==> src/rtl/decode_stage.sv <==
// RV32I decode stage: combinational decode feeding a single-entry
// valid/ready pipeline register. Shared enums live in definitions_pkg.

package definitions_pkg;
  typedef enum logic [3:0] {
    ALU_ADD  = 4'd0,
    ALU_SUB  = 4'd1,
    ALU_SLL  = 4'd2,
    ALU_SLT  = 4'd3,
    ALU_SLTU = 4'd4,
    ALU_XOR  = 4'd5,
    ALU_SRL  = 4'd6,
    ALU_SRA  = 4'd7,
    ALU_OR   = 4'd8,
    ALU_AND  = 4'd9
  } alu_e;

  typedef enum logic [2:0] {
    IMM_I_TYPE = 3'd0,
    IMM_STORE  = 3'd1,
    IMM_BRANCH = 3'd2,
    IMM_JAL    = 3'd3,
    IMM_U_TYPE = 3'd4
  } imm_e;
endpackage

// Handshake: a transfer happens on a rising edge where valid && ready are
// both high. in_ready = !out_valid || out_ready, so the register accepts
// whenever it is empty or its current bundle retires on the same edge.
// While out_valid && !out_ready every output holds. flush wins over any
// accept on the same edge and empties the register.
module decode_stage
  import definitions_pkg::*;
#(
  parameter bit CHECK_ILLEGAL = 1'b1
) (
  input  logic        clk,
  input  logic        rst_n,
  input  logic        in_valid,
  output logic        in_ready,
  input  logic [31:0] in_instr,
  input  logic [31:0] in_pc,
  input  logic        flush,
  output logic        out_valid,
  input  logic        out_ready,
  output logic [31:0] out_pc,
  output alu_e        out_alu_op,
  output imm_e        out_imm_sel,
  output logic [31:0] out_imm,
  output logic [4:0]  out_rs1,
  output logic [4:0]  out_rs2,
  output logic [4:0]  out_rd,
  output logic        out_alu_src_imm,
  output logic        out_reg_write,
  output logic        out_illegal
);

  localparam logic [6:0] OPC_LUI    = 7'b0110111;
  localparam logic [6:0] OPC_AUIPC  = 7'b0010111;
  localparam logic [6:0] OPC_JAL    = 7'b1101111;
  localparam logic [6:0] OPC_JALR   = 7'b1100111;
  localparam logic [6:0] OPC_BRANCH = 7'b1100011;
  localparam logic [6:0] OPC_LOAD   = 7'b0000011;
  localparam logic [6:0] OPC_STORE  = 7'b0100011;
  localparam logic [6:0] OPC_OP_IMM = 7'b0010011;
  localparam logic [6:0] OPC_OP     = 7'b0110011;
  localparam logic [6:0] F7_ALT     = 7'b0100000;

  // Base ALU op selected by funct3 for OP / OP-IMM (SUB/SRA handled by caller)
  function automatic alu_e f3_op(input logic [2:0] f3);
    case (f3)
      3'b000:  f3_op = ALU_ADD;
      3'b001:  f3_op = ALU_SLL;
      3'b010:  f3_op = ALU_SLT;
      3'b011:  f3_op = ALU_SLTU;
      3'b100:  f3_op = ALU_XOR;
      3'b101:  f3_op = ALU_SRL;
      3'b110:  f3_op = ALU_OR;
      default: f3_op = ALU_AND;
    endcase
  endfunction

  logic [6:0]  opcode;
  logic [2:0]  funct3;
  logic [6:0]  funct7;
  logic [4:0]  rd_field;
  alu_e        d_alu_op;
  imm_e        d_imm_sel;
  logic [31:0] d_imm;
  logic [4:0]  d_rs1;
  logic        d_alu_src_imm;
  logic        d_reg_write;
  logic        d_illegal;
  logic        bad;
  logic        load;

  assign opcode   = in_instr[6:0];
  assign funct3   = in_instr[14:12];
  assign funct7   = in_instr[31:25];
  assign rd_field = in_instr[11:7];

  // Opcode/funct decode; an unsupported encoding falls back to a harmless ADD
  always_comb begin
    d_alu_op      = ALU_ADD;
    d_imm_sel     = IMM_I_TYPE;
    d_alu_src_imm = 1'b0;
    d_reg_write   = 1'b0;
    d_rs1         = in_instr[19:15];
    bad           = 1'b0;
    if (in_instr[1:0] != 2'b11) begin
      bad = 1'b1;
    end else begin
      case (opcode)
        OPC_LUI: begin
          d_imm_sel = IMM_U_TYPE; d_alu_src_imm = 1'b1; d_reg_write = 1'b1;
          d_rs1 = 5'd0;
        end
        OPC_AUIPC: begin
          d_imm_sel = IMM_U_TYPE; d_alu_src_imm = 1'b1; d_reg_write = 1'b1;
        end
        OPC_JAL: begin
          d_imm_sel = IMM_JAL; d_alu_src_imm = 1'b1; d_reg_write = 1'b1;
        end
        OPC_JALR: begin
          d_alu_src_imm = 1'b1; d_reg_write = 1'b1;
          bad = (funct3 != 3'b000);
        end
        OPC_BRANCH: begin
          d_imm_sel = IMM_BRANCH;
          case (funct3)
            3'b000, 3'b001: d_alu_op = ALU_SUB;
            3'b100, 3'b101: d_alu_op = ALU_SLT;
            3'b110, 3'b111: d_alu_op = ALU_SLTU;
            default:        bad = 1'b1;
          endcase
        end
        OPC_LOAD: begin
          d_alu_src_imm = 1'b1; d_reg_write = 1'b1;
          bad = (funct3 == 3'b011) || (funct3 == 3'b110) || (funct3 == 3'b111);
        end
        OPC_STORE: begin
          d_imm_sel = IMM_STORE; d_alu_src_imm = 1'b1;
          bad = (funct3 >= 3'b011);
        end
        OPC_OP_IMM: begin
          d_alu_src_imm = 1'b1; d_reg_write = 1'b1;
          d_alu_op = f3_op(funct3);
          if (funct3 == 3'b001) begin
            bad = (funct7 != 7'd0);
          end else if (funct3 == 3'b101) begin
            if (funct7 == F7_ALT) d_alu_op = ALU_SRA;
            else bad = (funct7 != 7'd0);
          end
        end
        OPC_OP: begin
          d_reg_write = 1'b1;
          if (funct7 == 7'd0)                          d_alu_op = f3_op(funct3);
          else if (funct7 == F7_ALT && funct3 == 3'b000) d_alu_op = ALU_SUB;
          else if (funct7 == F7_ALT && funct3 == 3'b101) d_alu_op = ALU_SRA;
          else                                           bad = 1'b1;
        end
        default: bad = 1'b1;
      endcase
    end
    if (bad) begin
      d_alu_op      = ALU_ADD;
      d_imm_sel     = IMM_I_TYPE;
      d_alu_src_imm = 1'b0;
      d_reg_write   = 1'b0;
    end
    if (rd_field == 5'd0) d_reg_write = 1'b0;
    d_illegal = CHECK_ILLEGAL ? bad : 1'b0;
  end

  // Immediate assembly for the selected format
  always_comb begin
    d_imm = {{20{in_instr[31]}}, in_instr[31:20]};
    case (d_imm_sel)
      IMM_STORE:  d_imm = {{20{in_instr[31]}}, in_instr[31:25], in_instr[11:7]};
      IMM_BRANCH: d_imm = {{19{in_instr[31]}}, in_instr[31], in_instr[7],
                           in_instr[30:25], in_instr[11:8], 1'b0};
      IMM_JAL:    d_imm = {{11{in_instr[31]}}, in_instr[31], in_instr[19:12],
                           in_instr[20], in_instr[30:21], 1'b0};
      IMM_U_TYPE: d_imm = {in_instr[31:12], 12'b0};
      default:    d_imm = {{20{in_instr[31]}}, in_instr[31:20]};
    endcase
  end

  assign in_ready = !out_valid || out_ready;
  assign load     = in_valid && in_ready && !flush;

  // Valid bit: flush empties, accept fills, retirement without refill empties
  always_ff @(posedge clk or negedge rst_n) begin
    if (!rst_n)                   out_valid <= 1'b0;
    else if (flush)               out_valid <= 1'b0;
    else if (load)                out_valid <= 1'b1;
    else if (out_ready)           out_valid <= 1'b0;
  end

  // Payload register: captured only on accept, otherwise held
  always_ff @(posedge clk or negedge rst_n) begin
    if (!rst_n) begin
      out_pc          <= '0;
      out_alu_op      <= ALU_ADD;
      out_imm_sel     <= IMM_I_TYPE;
      out_imm         <= '0;
      out_rs1         <= '0;
      out_rs2         <= '0;
      out_rd          <= '0;
      out_alu_src_imm <= 1'b0;
      out_reg_write   <= 1'b0;
      out_illegal     <= 1'b0;
    end else if (load) begin
      out_pc          <= in_pc;
      out_alu_op      <= d_alu_op;
      out_imm_sel     <= d_imm_sel;
      out_imm         <= d_imm;
      out_rs1         <= d_rs1;
      out_rs2         <= in_instr[24:20];
      out_rd          <= rd_field;
      out_alu_src_imm <= d_alu_src_imm;
      out_reg_write   <= d_reg_write;
      out_illegal     <= d_illegal;
    end
  end

endmodule

==> config.mk <==
export PLATFORM = sky130hd
export DESIGN_NAME = decode_stage
export DESIGN_NICKNAME = d
export VERILOG_FILES = /design/src/rtl/decode_stage.sv
export SDC_FILE = /design/constraint.sdc
export NUM_CORES = 1
export LEC_CHECK = 0
export ABC_AREA = 1
export BUFFER_PORTS_ARGS = -buffer_cell sky130_fd_sc_hd__buf_4
export CAP_MARGIN = 10
export CORE_AREA = 2 2 94 96
export CTS_CLUSTER_DIAMETER = 50
export DETAILED_ROUTE_END_ITERATION = 12
export DIE_AREA = 0 0 96 98
export PLACE_DENSITY = 0.9
export SETUP_SLACK_MARGIN = 0.1
export SLEW_MARGIN = 20
export SYNTH_ARGS = -nofsm -noshare
export SYNTH_HDL_FRONTEND = slang
export SYNTH_SLANG_ARGS = --single-unit
==> constraint.sdc <==
create_clock -name clk -period 4.6 [get_ports clk]
set_input_delay 0.46 -clock clk [delete_from_list [all_inputs] [get_ports clk]]
set_output_delay 0.46 -clock clk [all_outputs]
set_load 0.05 [all_outputs]
# == Word level (Yosys, flattened, before mapping) ==
# Cells that the tools add are included.
# totals
word_cells,93
in_bits,69
output_inout_bits,91
register_bits,90
# classes
reduce_logical,23
n_mux,36
n_eq_ne,22
order_cmp,1
# op_table
cell,n
$pmux W31 S4,1
$eq A7 B6 Y1 const B,4
$pmux W4 S7,1
$mux W4,6
$eq A7 B7 Y1 const B,3
$mux W1,18
$eq A3 B3 Y1 const B,5
$eq A7 B5 Y1 const B,2
$reduce_or A7 Y1,2
$eq A3 B2 Y1 const B,4
$mux W3,4
$pmux W3 S4,1
$pmux W4 S3,1
$mux W5,2
$pmux W3 S3,1
$reduce_or A2 Y1,4
$eq A7 B2 Y1 const B,1
$logic_not A7 Y1,1
$pmux W1 S7,1
$reduce_bool A7 Y1,1
$eq A3 B1 Y1 const B,2
$reduce_bool A3 Y1,2
$reduce_or A6 Y1,1
$logic_not A5 Y1,1
other kinds (7),13

# == Longest topological paths before layout ==
# Gate-level depths: netlist (run 1).
# depth
depth_word,10
mapped_depth,16
depth_no_buf,15

# == Worst setup path before layout (run 1) ==
# OpenSTA, ideal clock, no wires.
# synth_timing
path_type,input-to-reg
from,input port in_instr[14]
to,register out_imm[29]
arrival_ns,1.792
required_time_ns,4.482
stages,14
slack_ns,2.691
path_cell_list,buf_2 -> inv_1 -> nand2_1 -> nand3_1 -> nand2_1 -> nor2_1 -> nand3_2 -> nor2_8 -> nand3_4 -> nand4_4 -> buf_6 -> nand2_1 -> nand2_1 -> nand2_1
# synth_via
elab_chain_cells,10
word_cells_on_any_way,28
cone_classes,order compare (1); eq/ne (10); mux (10); reduce/logical (7)
# synth_rtl
item,line_no,source
"start, declared",41,"input logic [31:0] in_instr,"
$eq A3 B3 Y1,"130, 150, 159",
$logic_and A1 B1 Y1,159,else if (funct7 == F7_ALT && funct3 == 3'b101) d_alu_op = ALU_SRA;
$mux W1,159,
$mux W1,158,else if (funct7 == F7_ALT && funct3 == 3'b000) d_alu_op = ALU_SUB;
$mux W1,157,if (funct7 == 7'd0) d_alu_op = f3_op(funct3);
$pmux W1 S7 *,113,case (opcode)
$mux W1 *,110,if (in_instr[1:0] != 2'b11) begin
$mux W3 *,165,if (bad) begin
$eq A3 B3 Y1 (tied with other cells),178,case (d_imm_sel)
$pmux W31 S4 *,178,
"end signal, assigned",217,out_imm <= d_imm;
"end, declared",49,"output logic [31:0] out_imm,"
# Every way passes the cells marked *; elsewhere a longest branch is shown, timed or not.
# A chain may end at the register's enable or synchronous reset.

# == Worst setup path after layout (run 1) ==
# layout_timing
from,input port in_instr[3]
to,register out_imm[26]
# layout_via
elab_chain_cells,7
word_cells_on_any_way,21
cone_classes,eq/ne (13); mux (6); reduce/logical (2)
# layout_rtl
item,line_no
$eq A7 B7 Y1 (tied with other cells),113
$reduce_or A3 Y1 (no line) / $reduce_or A2 Y1 (equally long branches),-
$pmux W1 S7 / $pmux W3 S4 (equally long branches),113
$mux W1 / $mux W3 (equally long branches),110
$mux W3 *,165
$eq A3 B3 Y1 (tied with other cells),178
$pmux W31 S4 *,178
# Marked as above.

==> impl_metrics.py, run 1 <==
metrics = {
    "run_status": {
        "status": "complete, no violations",
    },
    "critical_path": {
        "crit_chain": "buf_4, inv_1, nand2_2, nor2_1, nand2_1, nand2_2, nor2_1, nand2_2, nand2_4, nor2_8, nand4_2, nand2_1, nor2_1, nand2_1, nand2_1, nand2_1",
        "critical_path.max_stage_delay_ps": 570,
        "path_buf_inv": 2,
        "ff2ff_setup_slack_ps": 2390,
        "critical-path-slowest-cell": "nor2_1",
        "crit_type": "input pin to flip-flop",
        "r2r-start": "out_valid",
        "worst-r2r-cell-count": 7,
        "cpLargestDelayFamily": "simple AND/OR/NAND/NOR gates",
        "crit_arrival_ps": 3020,
        "worstSetupPathDepth": 16,
        "critical_path.max_fanout": 12,
        "worstReg2RegEnd": "out_rd[1]",
        "cpMostUsedCell": "nand2_1",
        "startpoint_type": "input pin",
        "cp-end-kind": "flip-flop",
        "cp.required_ps": 4890,
    },
    "sta": {
        "rsz0062_at_grt": "no",
        "tightest_slew_ps": 917,
        "slew_violations": 0,
        "slew_headroom": 0.388,
        "setup_violations": 0,
        "hold_viol_final": 0,
        "period_needed_ps": 2730,
        "finalSetupTns_ps": 0,
        "finalCritPeriodShare": 0.594,
        "fin_skew_ps": 7.05,
        "max_freq_ghz": 0.366,
    },
    "synth": {
        "synth_edf_count": 0,
        "syn_inst": 563,
        "yosysSeqAreaShare": 0.516,
        "yosys.area.top_type_share": 0.516,
        "synth_largest_area_cell": "dfrtp_1",
        "synth_area_um2": 4360,
        "yosysWarningCount": 0,
        "synth_ff_type": "dfrtp_1",
        "synth_cell_types": 35,
        "avgSynthCellArea_um2": 7.75,
        "synth_fp_nets": 632,
        "ys_ff_latch": 90,
        "synth_area_leaders": "dfrtp_1 52%, nand2_1 24%, nor2_1 3.3%",
        "async_flop_share": 1.00,
    },
    "grt": {
        "grt_usage": 0.253,
        "grt_pass1_vias": 3949,
        "overflow": 0,
        "grt_antenna_before_repair": 0,
        "grt_pass1_wl_mm": 18.6,
        "grt_max_degree": 75,
    },
    "cells_and_area": {
        "antenna_cells": 0,
        "final-seq-area_um2": 2250,
        "final_nets": 779,
        "n_fill_cell": 699,
        "area.growth.synth_to_final_pct": 32.9,
        "fin_area_um2": 5800,
        "layout-drive-gt1-share": 0.282,
        "multi_input_area_um2": 1870,
    },
    "die": {
        "die_width_um": 96,
        "die_area_um2": 9410,
        "core.rowCount": 34,
        "die_h_um": 98,
        "core_area_um2": 8470,
        "start_util": 0.516,
        "pin_count": 160,
    },
    "run": {
        "drv_cap": 0,
    },
    "placed_design": {
        "port_buffers": 159,
        "postPlaceCellArea_um2": 5580,
        "routabilityCongestion": 0.872,
        "dp_hpwl_mm": 8.58,
    },
    "pwr": {
        "vdd_drop_max_mv": 0.207,
        "power_leakage_nw": 3.24,
        "power.density_nw_per_um2": 406,
    },
    "route": {
        "via_per_inst": 5.10,
        "drc": 0,
        "wl_per_cell_um": 14.3,
        "ant_nets": 0,
        "vias": 4190,
        "wl_mm": 11.7,
        "first_iter_violations": 233,
        "dr.pass1.iters": 4,
    },
    "clock_network": {
        "htreeDepth": 3,
        "cts.clk_slew.worst_paths_ps": 90,
        "clock_latency_ps": 360,
        "root_buffer": "clkbuf_8",
        "hold_buffers": 0,
        "cts_max_path_buffers": 2,
        "cts_buffers": 9,
        "cts_resized": 0,
        "numClockSinks": 90,
        "cts_setup_buffers": 0,
        "tritoncts": "yes",
    },
    "worst_hold_path": {
        "hold_path_class": "input pin to asynchronous set/reset pin",
    },
}
sequential cells by signal, summed over array words and instances, names as in the netlist:
register,cells
out_imm,32
out_pc,32
out_rd,5
out_rs1,5
out_rs2,5
out_alu_op,4
out_imm_sel,3
out_alu_src_imm,1
out_illegal,1
out_reg_write,1
out_valid,1
through the flow:
stage,worst slack (ps),utilization,hold slack [ps],power (mW),cells
6_report,1870,0.685,25.3,2.35,822
5_1_grt,1560,0.685,30.7,2.46,822
4_1_cts,1920,0.685,22.6,2.37,822
3_5_place_dp,1550,0.660,412,1.78,807
3_3_place_gp,1670,0.660,408,1.76,807
2_1_floorplan,2690,-,164,1.49,563
metal layers:
layer,routed length (um),up-vias,GRT usage,part of all wire
met5,0,-,0,0
met4,153,0,0.0747,0.013
met3,784,13,0.0409,0.067
met2,5760,171,0.419,0.49
met1,5030,1941,0.342,0.43
li1,-,2065,-,-
placed cells by master (no fill, tap or decap), types with 2 or more instances in the layout:
master / netlist / routed
o311ai_0: 4 / 4
o211ai_1: 4 / 4
a31oi_1: 2 / 2
nor3_1: 4 / 3
inv_1: 27 / 26
a21oi_1: 10 / 10
dfrtp_1: 90 / 90
nand2_1: 275 / 275
nand2_4: 2 / 2
clkbuf_8: 0 / 9
nand3_4: 2 / 2
nor2_2: 2 / 2
clkinv_2: 0 / 2
bufinv_16: 0 / 2
nand3_2: 3 / 3
nand2_2: 6 / 6
nor2_4: 2 / 2
o21ai_0: 19 / 19
inv_2: 2 / 2
nand3_1: 28 / 28
buf_4: 2 / 162
nand4_1: 6 / 6
nor2_1: 38 / 38
worst register-to-register path: cells and delay by family, from the launching register on:
| family | cells | cell delay, ps |
|---|---|---|
| buf+inv | 3 | 1350 |
| flops | 1 | 380 |
| simple gates | 4 | 380 |
cells in the mapped netlist, drive strengths merged, types with 2 or more instances:
master	number
nand2	283
dfrtp	90
nor2	43
nand3	33
inv	29
o21ai	20
clkbuf	17
a21oi	10
buf	9
nand4	8
nor3	4
o211ai	4
o311ai	4
a31oi	2
cells by family (layout without fill, tap and decap cells):
logic type / after synthesis / in the layout / synth area share
simple gates: 373 / 373 / 0.366
compound gates: 45 / 45 / 0.0614
buf+inv: 55 / 206 / 0.0562
flops: 90 / 90 / 0.516
cell type report:
cell class,count,area share
Clock buffer,9,0.0214
Clock inverter,6,0.0155
Inverter,29,0.0190
Multi-Input combinational cell,418,0.323
Sequential cell,90,0.388
Tap cell,108,0.0233
Timing Repair Buffer,162,0.210
how the worst max path moves through the flow:
stage,start,to,slack (ps)
2_1_floorplan,in_instr[14],out_imm[29],2690
3_3_place_gp,in_instr[3],out_imm[28],1670
3_5_place_dp,in_instr[3],out_imm[30],1550
4_1_cts,in_instr[3],out_imm[26],1920
5_1_grt,in_instr[3],out_imm[23],1560
6_report,in_instr[3],out_imm[26],1870
power breakdown:
group,total [mW],internal [mW],switching [mW],leakage [nW]
registers,0.959,0.896,0.0635,1.13
clock network,0.589,0.305,0.284,0.106
logic,0.804,0.232,0.571,2.01
Power figures use the tool's default switching activity.
==> run 2: changes to the inputs <==
Settings changed: CORE_AREA 2 2 94 96 to 2 2 102 104, DIE_AREA 0 0 96 98 to 0 0 104 106, PLACE_DENSITY 0.9 to 0.81.
Clock period 4.6 ns to 2.19 ns, I/O delays scaled along.
==> run 2 against run 1 <==
Net effect:
- cell area rose by 1.5%
- final cell count rose by 3.9%
- worst hold slack got worse by 12 ps
- critical path depth fell by 8
- clock skew rose by 2.0 ps
- register-to-register slack got worse by 2100 ps
- critical path type is now flip-flop to flip-flop
- largest cell class unchanged
==> impl_metrics.py, run 2 (same netlist as run 1, synthesis figures left out) <==
metrics = {
    "sta": {
        "tightest_slew_ps": 629,
        "period_needed_ps": 1900,
        "fin_skew_ps": 9.05,
        "finalCritPeriodShare": 0.868,
        "slew_violations": 0,
        "hold_viol_final": 0,
        "max_freq_ghz": 0.526,
        "setup_violations": 0,
        "slew_headroom": 0.580,
        "rsz0062_at_grt": "no",
        "finalSetupTns_ps": 0,
    },
    "grt": {
        "grt_antenna_before_repair": 0,
        "grt_usage": 0.217,
        "grt_max_degree": 47,
        "overflow": 0,
        "grt_pass1_vias": 3988,
        "grt_pass1_wl_mm": 19.2,
    },
    "clock_network": {
        "htreeDepth": 3,
        "numClockSinks": 90,
        "cts.clk_slew.worst_paths_ps": 80,
        "cts_setup_buffers": 0,
        "hold_buffers": 1,
        "cts_buffers": 9,
        "tritoncts": "yes",
        "clock_latency_ps": 360,
        "cts_resized": 0,
        "root_buffer": "clkbuf_8",
        "cts_max_path_buffers": 2,
    },
    "cells_and_area": {
        "layout_common_cells": "275 x nand2_1, 165 x buf_4, 90 x dfrtp_1",
        "largest_registers": "out_imm: 32 flops, out_pc: 32 flops",
        "final_common_cell": "nand2_1",
        "final_nets": 784,
        "antenna_cells": 0,
        "layout-drive-gt1-share": 0.284,
        "n_fill_cell": 934,
        "area.growth.synth_to_final_pct": 34.9,
    },
    "run_status": {
        "status": "complete, no violations",
    },
    "route": {
        "wl_per_cell_um": 13.8,
        "via_per_inst": 4.93,
        "dr.pass1.iters": 4,
        "vias": 4210,
        "drc": 0,
        "first_iter_violations": 255,
        "ant_nets": 0,
        "wl_mm": 11.8,
    },
    "placed_design": {
        "dp_hpwl_mm": 8.84,
        "port_buffers": 159,
        "routabilityCongestion": 0.843,
    },
    "die": {
        "die_width_um": 104,
        "pin_count": 160,
        "start_util": 0.436,
        "die_h_um": 106,
        "core.rowCount": 37,
        "die_area_um2": 11000,
        "core_area_um2": 10000,
    },
    "critical_path": {
        "startpoint_type": "flip-flop",
        "crit_arrival_ps": 2200,
        "crit_type": "flip-flop to flip-flop",
        "critical_path.max_fanout": 41,
        "cp-end-kind": "flip-flop",
        "cp.required_ps": 2490,
    },
    "pwr": {
        "power.density_nw_per_um2": 839,
        "power_leakage_nw": 3.27,
        "vdd_drop_max_mv": 0.383,
        "p_total_mw": 4.94,
    },
    "worst_hold_path": {
        "hold_path_class": "input pin to flip-flop",
    },
    "run": {
        "drv_cap": 0,
    },
}
==> run 2: report_power, final <==
group,total (mW),internal [mW],switching (mW)
registers,2.01,1.88,0.128
logic,1.70,0.495,1.20
clock network,1.23,0.665,0.568
==> run 2: per-stage QoR <==
stage | std cells | worst slack (ps) | hold WS (ps) | util | cell area [um^2]
finish | 854 | 288 | 13.8 | 0.589 | 5890
global route | 854 | 107 | 4.71 | 0.589 | 5890
CTS | 854 | 329 | 1.15 | 0.589 | 5890
detailed placement | 839 | 172 | 269 | 0.566 | 5660
global placement | 839 | 229 | 251 | 0.566 | 5660
floorplan | 563 | 463 | -76.6 | - | 4360
==> run 2: area by class of cell <==
cell class,instances,area [um^2],share of cell area
tap,136,170,0.0289
clock inverter,4,77.6,0.0132
inverter,29,109,0.0185
sequential,90,2250,0.383
multi-input combinational,418,1870,0.318
timing repair buffer,167,1270,0.216
clock buffer,10,138,0.0234
==> run 2: critical path, cell delays in order (launching register included) <==
cell	delay (ps)
dfrtp_1	390
inv_1	60
nor2_1	50
nor3_2	180
buf_4	430
nand2_1	230
a31oi_1	290
nand2_1	110
nand2_1	70
==> run 2: metal layers <==
metal	global-route usage	share of wire	vias to the layer above
met5	0	0	-
met4	0.0637	0.016	0
met3	0.0466	0.059	15
met2	0.363	0.48	132
met1	0.286	0.44	1984
li1	-	-	2079
==> run 2: worst paths after layout <==
| kind | start | end | slack [ps] | depth (start not counted) |
|---|---|---|---|---|
| min in group asynchronous | rst_n | out_pc[1] | 400 | 2 |
| setup reg to reg | out_valid | out_alu_op[2] | 290 | 8 |
| hold / removal | flush | out_valid | 10 | 2 |
| hold reg to reg | out_pc[11] | out_pc[11] | 480 | 2 |
| setup / recovery | out_valid | out_alu_op[2] | 290 | 8 |
| max in group asynchronous | rst_n | out_rs2[4] | 1110 | 3 |
==> run 3: changes to the inputs <==
Clock period 2.19 ns to 1.7 ns, I/O delays scaled along.
==> run 3 against run 2 <==
Net effect:
- clock-buffer cell count shrank 1
- utilization rose by 5.9 points
- combinational power grew 36%
- worst hold slack worse by 2.3 ps
- global-route usage is 2.6 points higher
- die area unchanged
- critical path type is now input pin to flip-flop
- wire length rose by 13%
- critical path depth unchanged
- first-iteration DRC count increased by 9.8%
- via count increased by 8.4%
- clock skew decreased by 1.9 ps
==> impl_metrics.py, run 3 (same netlist as run 1, synthesis figures left out) <==
metrics = {
    "die": {
        "die_h_um": 106,
        "pin_count": 160,
        "die_width_um": 104,
        "die_area_um2": 11000,
        "start_util": 0.436,
        "core_area_um2": 10000,
        "core.rowCount": 37,
    },
    "pwr": {
        "power_leakage_nw": 3.56,
        "power.density_nw_per_um2": 964,
        "vdd_drop_max_mv": 0.468,
        "p_total_mw": 6.24,
    },
    "cells_and_area": {
        "largest_registers": "out_imm: 32 flops, out_pc: 32 flops",
        "antenna_cells": 0,
        "n_fill_cell": 874,
        "final_nets": 848,
        "area.growth.synth_to_final_pct": 48.4,
        "final_common_cell": "nand2_1",
        "layout_common_cells": "274 x nand2_1, 205 x buf_4, 89 x dfrtp_1",
        "final_core_util": 0.648,
        "layout-drive-gt1-share": 0.330,
    },
    "clock_network": {
        "root_buffer": "clkbuf_8",
        "cts_max_path_buffers": 2,
        "cts.clk_slew.worst_paths_ps": 90,
        "htreeDepth": 3,
        "clock_latency_ps": 360,
        "tritoncts": "yes",
        "cts_buffers": 9,
        "numClockSinks": 90,
    },
    "sta": {
        "hold_viol_final": 0,
        "period_needed_ps": 1570,
        "tightest_slew_ps": 483,
        "slew_headroom": 0.676,
        "fin_skew_ps": 7.15,
        "max_freq_ghz": 0.638,
        "setup_violations": 0,
        "finalSetupTns_ps": 0,
        "rsz0062_at_grt": "yes",
        "slew_violations": 0,
        "finalCritPeriodShare": 0.922,
    },
    "critical_path": {
        "critical_path.max_fanout": 8,
        "path_buf_inv": 3,
        "cpMostUsedCell": "nand2_1",
        "startpoint_type": "input pin",
        "ff2ff_setup_slack_ps": 130,
        "cp-end-kind": "flip-flop",
        "worstReg2RegEnd": "out_alu_op[2]",
        "cpLargestDelayFamily": "buffers and inverters",
        "crit_arrival_ps": 1870,
        "cp.required_ps": 2000,
        "worst-r2r-cell-count": 8,
        "critical_path.max_stage_delay_ps": 540,
        "crit_start": "flush",
        "r2r-start": "out_valid",
        "crit_type": "input pin to flip-flop",
        "crit_chain": "dlygate4sd3_1, buf_4, nor3_4, buf_4, nand2_1, a31oi_1, nand2_1, nand2_1",
        "critical-path-slowest-cell": "dlygate4sd3_1",
    },
    "route": {
        "wl_per_cell_um": 14.4,
        "first_iter_violations": 280,
        "via_per_inst": 4.96,
        "dr.pass1.iters": 7,
        "vias": 4565,
        "wl_mm": 13.3,
        "drc": 0,
        "ant_nets": 0,
    },
    "grt": {
        "overflow": 0,
        "grt_pass1_wl_mm": 21.5,
        "grt_antenna_before_repair": 0,
        "met1_usage": 0.315,
        "grt_pass1_vias": 4508,
        "grt_usage": 0.243,
        "met3_usage": 0.0533,
        "top_usage_layer": "met2",
        "grt_max_degree": 42,
        "grt_util_met2": 0.408,
    },
    "placed_design": {
        "port_buffers": 159,
        "routabilityCongestion": 0.885,
        "dp_hpwl_mm": 9.68,
    },
    "worst_hold_path": {
        "min_to": "out_pc[30]",
        "hold_path_class": "input pin to flip-flop",
        "min_delay_path_depth": 3,
        "worstHoldStart": "in_pc[30]",
    },
    "run": {
        "drv_cap": 0,
    },
    "run_status": {
        "status": "complete, no violations",
    },
}
==> run 3: cell types whose count changed in the layout (fill, tap and decap cells not counted), sizes merged <==
cell	previous run	this run
clkbuf	10	9
nand4	8	9
dlygate4sd3	1	20
nor2	43	44
inv	29	32
buf	166	209
clkinvlp	0	2
bufinv	2	0
==> run 3: worst max path at each step <==
stage | end | slack [ps] | depth (start not counted)
finish | out_alu_op[2] | 130 | 8
global route | out_alu_op[1] | 20 | 8
CTS | out_imm[0] | 120 | 7
detailed placement | out_imm[29] | -200 | 14
global placement | out_imm[25] | -140 | 14
floorplan | out_imm[31] | 90 | 7
==> run 3: report_power, final <==
part,total [mW],switching [mW],internal [mW]
Combinational,2.31,1.60,0.718
Clock,1.34,0.797,0.541
Sequential,2.59,0.168,2.42
==> run 3: cell type report <==
class                      instances  area [um^2]  area share
clock inverter                     7         51.3     0.00792
tap                              136          170      0.0263
timing repair buffer             229         1810       0.280
multi-input combinational        420         1950       0.301
sequential                        90         2250       0.348
clock buffer                       9          124      0.0191
inverter                          29          114      0.0176
==> run 3: tightest hold or removal path, delay by kind of cell <==
family | cells | cell delay [ps]
buffers and inverters | 1 | 70
and+or+nand+nor | 2 | 100
==> run 3: repair_timing <==
item,4_1_cts,5_1_grt
hold endpoints to repair,40,2
hold buffers,18,2
endpoints found under the setup margin,0,80
resized for setup,0,10
setup buffers,0,3
==> run 3: routing by layer <==
metal	vias to the layer above	share of wire
met1	2180	0.43
met5	-	0
li1	2212	-
met2	156	0.49
met4	0	0.015
met3	17	0.060
==> run 3: stage by stage <==
stage	std cells	instance area, um^2	hold WS, ps	setup slack [ps]
global placement	879	6010	97.0	-138
global route	920	6470	2.14	18.2
CTS	913	6370	0.493	124
finish	920	6470	11.4	133
detailed placement	879	6010	104	-198
floorplan	563	4400	-126	94.1
